### src/rtl/mc_maindec.sv
// Main control FSM for the multicycle tinymips datapath.
// Moore decode of the state register; write strobes are qualified by run-enable and reset.
module mc_maindec (
   input  logic       clk,
   input  logic       reset,
   input  logic       en,
   input  logic [5:0] op,
   output logic [3:0] state,
   output logic       iord,
   output logic       alusrca,
   output logic [1:0] alusrcb,
   output logic [1:0] aluop,
   output logic [1:0] pcsrc,
   output logic       regdst,
   output logic       memtoreg,
   output logic       irwrite,
   output logic       pcwrite,
   output logic       branch,
   output logic       regwrite,
   output logic       memwrite
);

   typedef enum logic [3:0] {
      FETCH   = 4'd0,
      DECODE  = 4'd1,
      MEMADR  = 4'd2,
      MEMRD   = 4'd3,
      MEMWB   = 4'd4,
      MEMWR   = 4'd5,
      EXECUTE = 4'd6,
      ALUWB   = 4'd7,
      BRANCH  = 4'd8,
      ADDIEX  = 4'd9,
      ADDIWB  = 4'd10,
      JUMP    = 4'd11
   } state_e;

   localparam logic [5:0] OP_LW    = 6'b100011;
   localparam logic [5:0] OP_SW    = 6'b101011;
   localparam logic [5:0] OP_RTYPE = 6'b000000;
   localparam logic [5:0] OP_BEQ   = 6'b000100;
   localparam logic [5:0] OP_ADDI  = 6'b001000;
   localparam logic [5:0] OP_J     = 6'b000010;

   logic [3:0] state_q, state_d;
   logic [3:0] dec_state;
   logic       strobe_en;
   logic       irwrite_raw, pcwrite_raw, branch_raw, regwrite_raw, memwrite_raw;

   always_comb begin
      state_d = FETCH;
      case (state_q)
         FETCH:   state_d = DECODE;
         DECODE: begin
            case (op)
               OP_LW, OP_SW: state_d = MEMADR;
               OP_RTYPE:     state_d = EXECUTE;
               OP_BEQ:       state_d = BRANCH;
               OP_ADDI:      state_d = ADDIEX;
               OP_J:         state_d = JUMP;
               default:      state_d = FETCH;
            endcase
         end
         MEMADR:  state_d = (op == OP_LW) ? MEMRD : MEMWR;
         MEMRD:   state_d = MEMWB;
         EXECUTE: state_d = ALUWB;
         ADDIEX:  state_d = ADDIWB;
         default: state_d = FETCH;
      endcase
   end

   always_ff @(posedge clk) begin
      if (reset)
         state_q <= FETCH;
      else if (en)
         state_q <= state_d;
   end

   // During reset the selects already present FETCH so the first fetch sees stable muxes.
   assign dec_state = reset ? 4'(FETCH) : state_q;
   assign strobe_en = en & ~reset;

   always_comb begin
      iord         = 1'b0;
      alusrca      = 1'b0;
      alusrcb      = 2'b00;
      aluop        = 2'b00;
      pcsrc        = 2'b00;
      regdst       = 1'b0;
      memtoreg     = 1'b0;
      irwrite_raw  = 1'b0;
      pcwrite_raw  = 1'b0;
      branch_raw   = 1'b0;
      regwrite_raw = 1'b0;
      memwrite_raw = 1'b0;
      case (dec_state)
         FETCH:   begin alusrcb = 2'b01; irwrite_raw = 1'b1; pcwrite_raw = 1'b1; end
         DECODE:  alusrcb = 2'b11;
         MEMADR:  begin alusrca = 1'b1; alusrcb = 2'b10; end
         MEMRD:   iord = 1'b1;
         MEMWB:   begin memtoreg = 1'b1; regwrite_raw = 1'b1; end
         MEMWR:   begin iord = 1'b1; memwrite_raw = 1'b1; end
         EXECUTE: begin alusrca = 1'b1; aluop = 2'b10; end
         ALUWB:   begin regdst = 1'b1; regwrite_raw = 1'b1; end
         BRANCH:  begin alusrca = 1'b1; aluop = 2'b01; pcsrc = 2'b01; branch_raw = 1'b1; end
         ADDIEX:  begin alusrca = 1'b1; alusrcb = 2'b10; end
         ADDIWB:  regwrite_raw = 1'b1;
         JUMP:    begin pcsrc = 2'b10; pcwrite_raw = 1'b1; end
         default: ;
      endcase
   end

   assign state    = state_q;
   assign irwrite  = irwrite_raw  & strobe_en;
   assign pcwrite  = pcwrite_raw  & strobe_en;
   assign branch   = branch_raw   & strobe_en;
   assign regwrite = regwrite_raw & strobe_en;
   assign memwrite = memwrite_raw & strobe_en;

endmodule

### config.mk
export PLATFORM = sky130hd
export DESIGN_NAME = mc_maindec
export DESIGN_NICKNAME = d
export VERILOG_FILES = /design/src/rtl/mc_maindec.sv
export SDC_FILE = /design/constraint.sdc
export NUM_CORES = 1
export LEC_CHECK = 0
export ABC_AREA = 1
export BUFFER_PORTS_ARGS = -buffer_cell sky130_fd_sc_hd__buf_2
export CORE_MARGIN = 1.5
export CORE_UTILIZATION = 35
export CTS_CLUSTER_SIZE = 30
export DETAILED_ROUTE_END_ITERATION = 7
export PLACE_DENSITY_LB_ADDON = 0.08
export SLEW_MARGIN = 20
export SYNTH_ARGS = -nofsm -noshare
export SYNTH_HDL_FRONTEND = slang
export SYNTH_SLANG_ARGS = --single-unit
export TNS_END_PERCENT = 100
### constraint.sdc
create_clock -name clk -period 2.25 [get_ports clk]
set_input_delay 0.45 -clock clk [delete_from_list [all_inputs] [get_ports clk]]
set_output_delay 0.45 -clock clk [all_outputs]
set_load 0.1 [all_outputs]
---- Yosys cells after proc, flatten, opt, wreduce, memory -nomap -nowiden ----
Index checks and enable logic that the tools add are counted.
operators by class
  eq/ne operators ......................... 21
  mux-type cells .......................... 16
  bitwise gates (word level) .............. 7
  reductions and logical operators ........ 9
operators with widths
  operator                                                          count
  4-bit case mux with 6 select lines                                1
  4-bit by 3-bit == test with 1-bit output (second input constant)  5
  4-bit == test (second input constant)                             5
  4-bit case mux with 5 select lines                                1
  4-bit by 2-bit == test with 1-bit output (second input constant)  4
  6-bit == test (second input constant)                             2
  1-bit 2-to-1 mux                                                  9
  4-bit by 1-bit == test with 1-bit output (second input constant)  2
  4-bit logical NOT                                                 2
  2-bit case mux with 2 select lines                                2
  2-bit OR reduction                                                4
  1-bit bitwise AND                                                 6
  6-bit by 2-bit == test with 1-bit output (second input constant)  1
  6-bit by 3-bit == test with 1-bit output (second input constant)  1
  6-bit by 4-bit == test with 1-bit output (second input constant)  1
  6-bit logical NOT                                                 1
  2-bit case mux with 3 select lines                                1
  4-bit 2-to-1 mux                                                  1
  4-bit OR reduction                                                1
  3-bit 2-to-1 mux                                                  1
  3-bit OR reduction                                                1
  1-bit inverter                                                    1
storage, ports and cells
  bits in registers ....................... 4
  input bits .............................. 9
  output and inout bits ................... 19
  logic and storage cells ................. 54

---- Depth between registers and ports, before layout ----
Gate-level depths: netlist of the first run.
  depth after elaboration ................. 5
  depth in mapped cells ................... 9
  gate-level depth less buffers ........... 9

---- Worst setup path before layout of the first run ----
OpenSTA, ideal clock, no wires.
  path type ............................... flip-flop to output port
  start ................................... register state_q[0] (netlist: state[0])
  end ..................................... output port alusrcb[1]
  data arrival time ....................... 3.704 ns
  data required time ...................... 1.800 ns
  setup slack ............................. -1.904 ns
  stages on the path, launching flop included .. 5
  path buffers ............................ 0
  cell sequence ........................... dfxtp_1 inv_1 nor2_2 nand2_1 o21ai_0
on the way
  cells in the longest elaborated chain, start to end .. 4
  elaborated cells on any way between the ends .. 7
  those cells by class .................... eq/ne (3); mux (2); reduce/logical (2)
RTL lines
  what                                                                       RTL line  RTL
  from (decl)                                                                45        logic [3:0] state_q, state_d;
  from (signal assigned)                                                     76        state_q <= state_d;
  4-bit 2-to-1 mux (*)                                                       80        assign dec_state = reset ? 4'(FETCH) : state_q;
  4-bit == test or 4-bit by 2-bit == test with 1-bit output (tied branches)  96        case (dec_state)
  2-bit OR reduction (no line)                                               n/a
  2-bit case mux with 3 select lines (*)                                     96
  to (decl)                                                                  11        output logic [1:0] alusrcb,
Every way passes the cells marked *; elsewhere a longest branch is shown, timed or not.

---- Worst setup path after layout of the first run ----
  start ................................... register state_q[0] (netlist: state[0])
  end ..................................... output port pcwrite
on the way
  cells in the longest elaborated chain, start to end .. 5
  elaborated cells on any way between the ends .. 6
  those cells by class .................... eq/ne (1); mux (2); bitwise (1); reduce/logical (2)
RTL lines
  what                                                RTL line  RTL
  4-bit 2-to-1 mux (*)                                80
  4-bit == test or 4-bit logical NOT (tied branches)  96
  2-bit OR reduction (no line) (*)                    n/a
  1-bit 2-to-1 mux (*)                                96
  1-bit bitwise AND (*)                               115       assign pcwrite = pcwrite_raw & strobe_en;
  to (decl)                                           17        output logic pcwrite,
Marks and branches as above.

==> impl_metrics.yaml, run 1 <==
critical_path:
  critPathArrivalTime_ns: 1.69
  critPathMaxFanout: 5
  startpoint: "state[0]$_SDFFE_PP0P_"
  critPathKind: "flip-flop to output port"
  crit-reg2reg-launch: "state[3]$_SDFFE_PP0P_"
  cp_data_required_time_ns: 1.80
  end_kind: "output port"
  crit_path_start_kind: "flip-flop"
final_layout:
  area_growth_pct: 78.6
  nNetsFinal: 150
  largest_reg_flops: 4
  design_area_um2: 1010
  diodes: 0
  drive_gt1_share_pct: 43.2
route:
  routed_wl_um: 1660
  viasPerCell: 4.99
  firstDrtPassIters: 4
  initialDrtViolationCount: 7
  ant_nets: 0
  num_vias: 774
  wl_per_cell_um: 10.7
  drc: 0
placement:
  portBuffers: 27
  routabilityCongestion: 0.906
  placed_cell_area_um2: 990
  hpwl_um: 1400
sta:
  relSlewSlack_pct: 64.5
  grt_setup_unrepaired: "no"
  setup_tns_ns: 0
  drv_slew: 0
  clock.fmax_ghz: 0.467
  min_period_over_period_pct: 95.2
  period_needed_ns: 2.14
  setup_violations: 0
  finClkSkew_ns: 0.00240
  worst_pin_slew_ns: 0.530
  finalHoldViolCount: 0
  holdWs_ns: 0.519
floorplanning:
  die_area_um2: 1870
  start_util_pct: 37.6
  die_x_um: 43.2
  pin_count: 28
  die_h_um: 43.2
  num_rows: 14
  placeableCoreArea_um2: 1510
clock_network:
  cts.sinks: 4
  cts_buffer_depth: 2
  cts_max_level: 1
  clock_latency_ns: 0.23
  root_buffer: "clkbuf_4"
  clkTransAtPathRegs_ns: 0.04
  cts_made_buffers: 3
  cts_tree: "done"
  cts_hold_buf: 0
pwr:
  p_per_area_nw_per_um2: 279
  p_leak_uw: 0.000549
  ir_drop_mv: 0.261
logic_synthesis:
  ys_warn_count: 0
  ys_seq_area_share_pct: 14.1
  async_reset_ff_share_pct: 0
  ys_ff_latch: 4
  synth.area.top_cells: "nand2_1 (25%), dfxtp_1 (14%), nor2_1 (13%), nand3_1 (9.7%), inv_1 (9.3%)"
  synthesis.area_um2: 567
  syn-num-nets: 120
  syn_inst: 111
  synth_edf_count: 0
  synthTopCellsByCount: "nand2_1 (37), nor2_1 (19), inv_1 (14), nand3_1 (11), inv_2 (5)"
  yosys.area.top_type: "nand2_1"
  synth_top_area_share_pct: 24.5
  yosys.cell_count.top_type: "nand2_1"
  avgSynthCellArea_um2: 5.11
  synth.distinct_cells: 20
  synth_top_flop_cell: "dfxtp_1"
run:
  maxCapViolCount: 0
global_route:
  grt_max_degree: 11
  grt_pass1_vias: 648
  gr-total-overflow: 0
  grt_pass1_wl_um: 2670
  grt_use_total_pct: 19.0
  antenna_found_initial: 0
min_path:
  holdCritStartpoint: "state[2]$_SDFFE_PP0P_"
  min_path_type: "flip-flop to flip-flop"
outcome:
  status: "finished clean"
per-stage QoR:
stage	worst slack (ns)	instances	total power, uW	utilization, %
after detailed placement	0.166	152	195	65.7
after global routing	0.0363	155	296	67.2
after global placement	0.257	152	193	65.7
after CTS	0.0406	155	290	67.2
after floorplan	-0.0785	111	160	-
final	0.107	155	282	67.2
area by class of cell:
class,count,area [um2]
Clock buffer,3,22.5
Fill cell,132,494
Inverter,19,73.8
Multi-Input combinational cell,86,485
Sequential cell,4,95.1
Tap cell,16,20.0
Timing Repair Buffer,27,315
layout by cell type, fill, tap and decap left out:
cell / count
a21oi_4: 1
a31oi_1: 1
and2_1: 1
buf_12: 12
buf_2: 15
clkbuf_4: 3
dfxtp_4: 4
inv_1: 14
inv_2: 4
inv_4: 1
nand2_1: 35
nand2_2: 2
nand2_4: 2
nand3_1: 11
nand3_2: 2
nand4_1: 1
nor2_1: 14
nor2_2: 5
nor2_4: 5
nor3_1: 1
nor3_2: 1
nor3_4: 1
o21ai_1: 1
o21ai_4: 2
critical path, stage by stage (launching register included):
cell and delay [ns]:
dfxtp_4 0.35, inv_1 0.19, nor2_2 0.10, nor2_1 0.20, o21ai_1 0.23, a21oi_4 0.20
buf_12 0.19
layer usage:
layer	share of wire, %	GRT usage [%]
met2	53	32.8
met5	0	0
met4	0	9.09
met3	4.7	2.98
met1	42	22.3
cells by family (layout without fill, tap and decap cells):
kind of cell           after synthesis  after routing  share of synthesized area, %
buffers and inverters               21             49                          14.8
flip-flops                           4              4                          14.1
AND/OR/NAND/NOR                     81             81                          66.4
AO/OA/AOI/OAI                        5              5                          4.63
power by group:
group / switching, uW / internal (uW)
Combinational: 87.3 / 34.4
Sequential: 2.90 / 70.1
Clock: 27.9 / 59.6
worst paths after layout:
kind | endpoint | slack, ns | cells past startpoint
min | state[2]$_SDFFE_PP0P_ | 0.52 | 2
min reg2reg | state[2]$_SDFFE_PP0P_ | 0.52 | 2
max reg2reg | state[2]$_SDFFE_PP0P_ | 1.04 | 7
max | pcwrite | 0.11 | 6
repair_timing:
item                                    in CTS  in global routing
buffers inserted                             0                  0
resized for setup                            0                  1
endpoints found under the setup margin       0                  2
Note: power is estimated with default switching activity, not from simulation.
==> run 2: changes to the inputs <==
--- a/config.mk
+++ b/config.mk
@@ -12,6 +12,7 @@
 export CTS_CLUSTER_SIZE = 30
 export DETAILED_ROUTE_END_ITERATION = 7
 export PLACE_DENSITY_LB_ADDON = 0.08
+export REMOVE_ABC_BUFFERS = 1
 export SLEW_MARGIN = 20
 export SYNTH_ARGS = -nofsm -noshare
 export SYNTH_HDL_FRONTEND = slang
==> constraint.sdc (replaced) <==
create_clock -name clk -period 2.25 [get_ports clk]
set_input_delay 0.225 -clock clk [delete_from_list [all_inputs] [get_ports clk]]
set_output_delay 0.225 -clock clk [all_outputs]
set_load 0.1 [all_outputs]
==> run 2 against run 1 <==
  * Clock power shrank 2%
  * Die area unchanged
  * Critical endpoint unchanged
  * Combinational power is 20% lower
  * Routed wire length decreased by 16%
==> impl_metrics.yaml, run 2 (synthesized netlist as in run 1, its figures left out) <==
sta:
  relSlewSlack_pct: 67.8
  setup_violations: 0
  min_period_over_period_pct: 86.6
  worst_pin_slew_ns: 0.486
  setup_tns_ns: 0
  period_needed_ns: 1.95
  grt_setup_unrepaired: "no"
  clock.fmax_ghz: 0.513
  finClkSkew_ns: 0.000925
  finalHoldViolCount: 0
  drv_slew: 0
critical_path:
  critPathArrivalTime_ns: 1.72
  cp_data_required_time_ns: 2.03
  cpMaxStageDelayCell: "buf_2"
  crit_path_start_kind: "flip-flop"
  end_kind: "output port"
  critical_path.top_delay_family: "buffers and inverters"
  crit-reg2reg-launch: "state[3]$_SDFFE_PP0P_"
  timing.critical_path.buf_inv: 2
  critPathKind: "flip-flop to output port"
  max_stage_delay_ns: 0.43
  startpoint: "state[0]$_SDFFE_PP0P_"
  crit_chain: "inv_1 > nor2_2 > nor2_1 > o21ai_0 > a21oi_1 > buf_2"
  critPathMaxFanout: 5
pwr:
  p_per_area_nw_per_um2: 353
  ir_drop_mv: 0.224
  p_leak_uw: 0.000492
floorplanning:
  pin_count: 28
  die_area_um2: 1870
  num_rows: 14
  placeableCoreArea_um2: 1510
  die_x_um: 43.2
  die_h_um: 43.2
  start_util_pct: 37.6
route:
  drc: 0
  firstDrtPassIters: 4
  initialDrtViolationCount: 9
  routed_wl_um: 1400
  num_vias: 714
  ant_nets: 0
  viasPerCell: 4.61
  wl_per_cell_um: 9.02
clock_network:
  clkTransAtPathRegs_ns: 0.04
  cts_made_buffers: 3
  cts-resized-gates: 0
  cts.sinks: 4
  cts_tree: "done"
  post_cts_buffers: 0
  cts_buffer_depth: 2
  cts_max_level: 1
  root_buffer: "clkbuf_4"
  clock_latency_ns: 0.23
  cts_hold_buf: 0
final_layout:
  largest_reg_flops: 4
  fillers: 183
  diodes: 0
  drive_gt1_share_pct: 32.4
  final_common_cell: "nand2_1"
  final_cell_mix: "nand2_1 (37), buf_2 (27), nor2_1 (19)"
  instances_no_fill: 155
  area_growth_pct: 29.1
  nNetsFinal: 150
placement:
  hpwl_um: 1160
  portBuffers: 27
  place_inst: 152
  routabilityCongestion: 0.814
min_path:
  min_path_type: "input pin to flip-flop"
  holdCritStartpoint: "en"
run:
  maxCapViolCount: 0
global_route:
  antenna_found_initial: 0
  grt_pass1_wl_um: 2360
  grt_max_degree: 11
  grt_use_total_pct: 16.2
  gr-total-overflow: 0
  grt_pass1_vias: 600
outcome:
  status: "finished clean"
==> run 2: cell counts in the layout (fill, tap and decap cells not counted) <==
Identical to the previous run, type by type.
==> run 2: area by class of cell <==
type	count	area, um2	area share (%)
multi-input cells	86	403	55.0
repair buffers	27	135	18.5
clock buffers	3	22.5	3.08
well taps	16	20.0	2.74
inverters	19	71.3	9.74
flip-flops and latches	4	80.1	10.9
==> run 2: final timing paths <==
| check | end | slack (ns) | cells past startpoint |
|---|---|---|---|
| setup / recovery | pcwrite | 0.30 | 6 |
| hold / removal | state[2]$_SDFFE_PP0P_ | 0.32 | 4 |
| setup reg to reg | state[2]$_SDFFE_PP0P_ | 1.03 | 7 |
| hold reg to reg | state[2]$_SDFFE_PP0P_ | 0.55 | 2 |
==> run 2: layer usage <==
layer | part of all wire (%) | GRT usage (%) | up-vias
met4 | 0 | 5.45 | 0
met2 | 43 | 24.5 | 17
met5 | 0 | 0 | -
met1 | 52 | 23.1 | 300
li1 | - | - | 397
met3 | 4.9 | 2.55 | 0
==> run 2: report_power, final <==
part / total (uW) / internal (uW) / switching, uW
Combinational: 97.1 / 20.0 / 77.1
Clock: 85.7 / 59.5 / 26.3
Sequential: 75.8 / 73.4 / 2.36
==> run 2: tightest hold or removal path, cell delays in order <==
cell and delay, ns:
buf_2 0.07, inv_1 0.07, nand3_1 0.08, nand2_1 0.05
==> run 2: stage by stage <==
| step | utilization, % | area [um2] | setup WS [ns] | total power, uW | hold WS (ns) |
|---|---|---|---|---|---|
| CTS | 48.6 | 732 | 0.285 | 263 | 0.303 |
| global placement | 47.1 | 709 | 0.499 | 174 | 0.547 |
| floorplan | - | 554 | -1.68 | 151 | 0.393 |
| finish | 48.6 | 732 | 0.301 | 259 | 0.316 |
| detailed placement | 47.1 | 709 | 0.541 | 174 | 0.544 |
| global route | 48.6 | 732 | 0.131 | 278 | 0.335 |
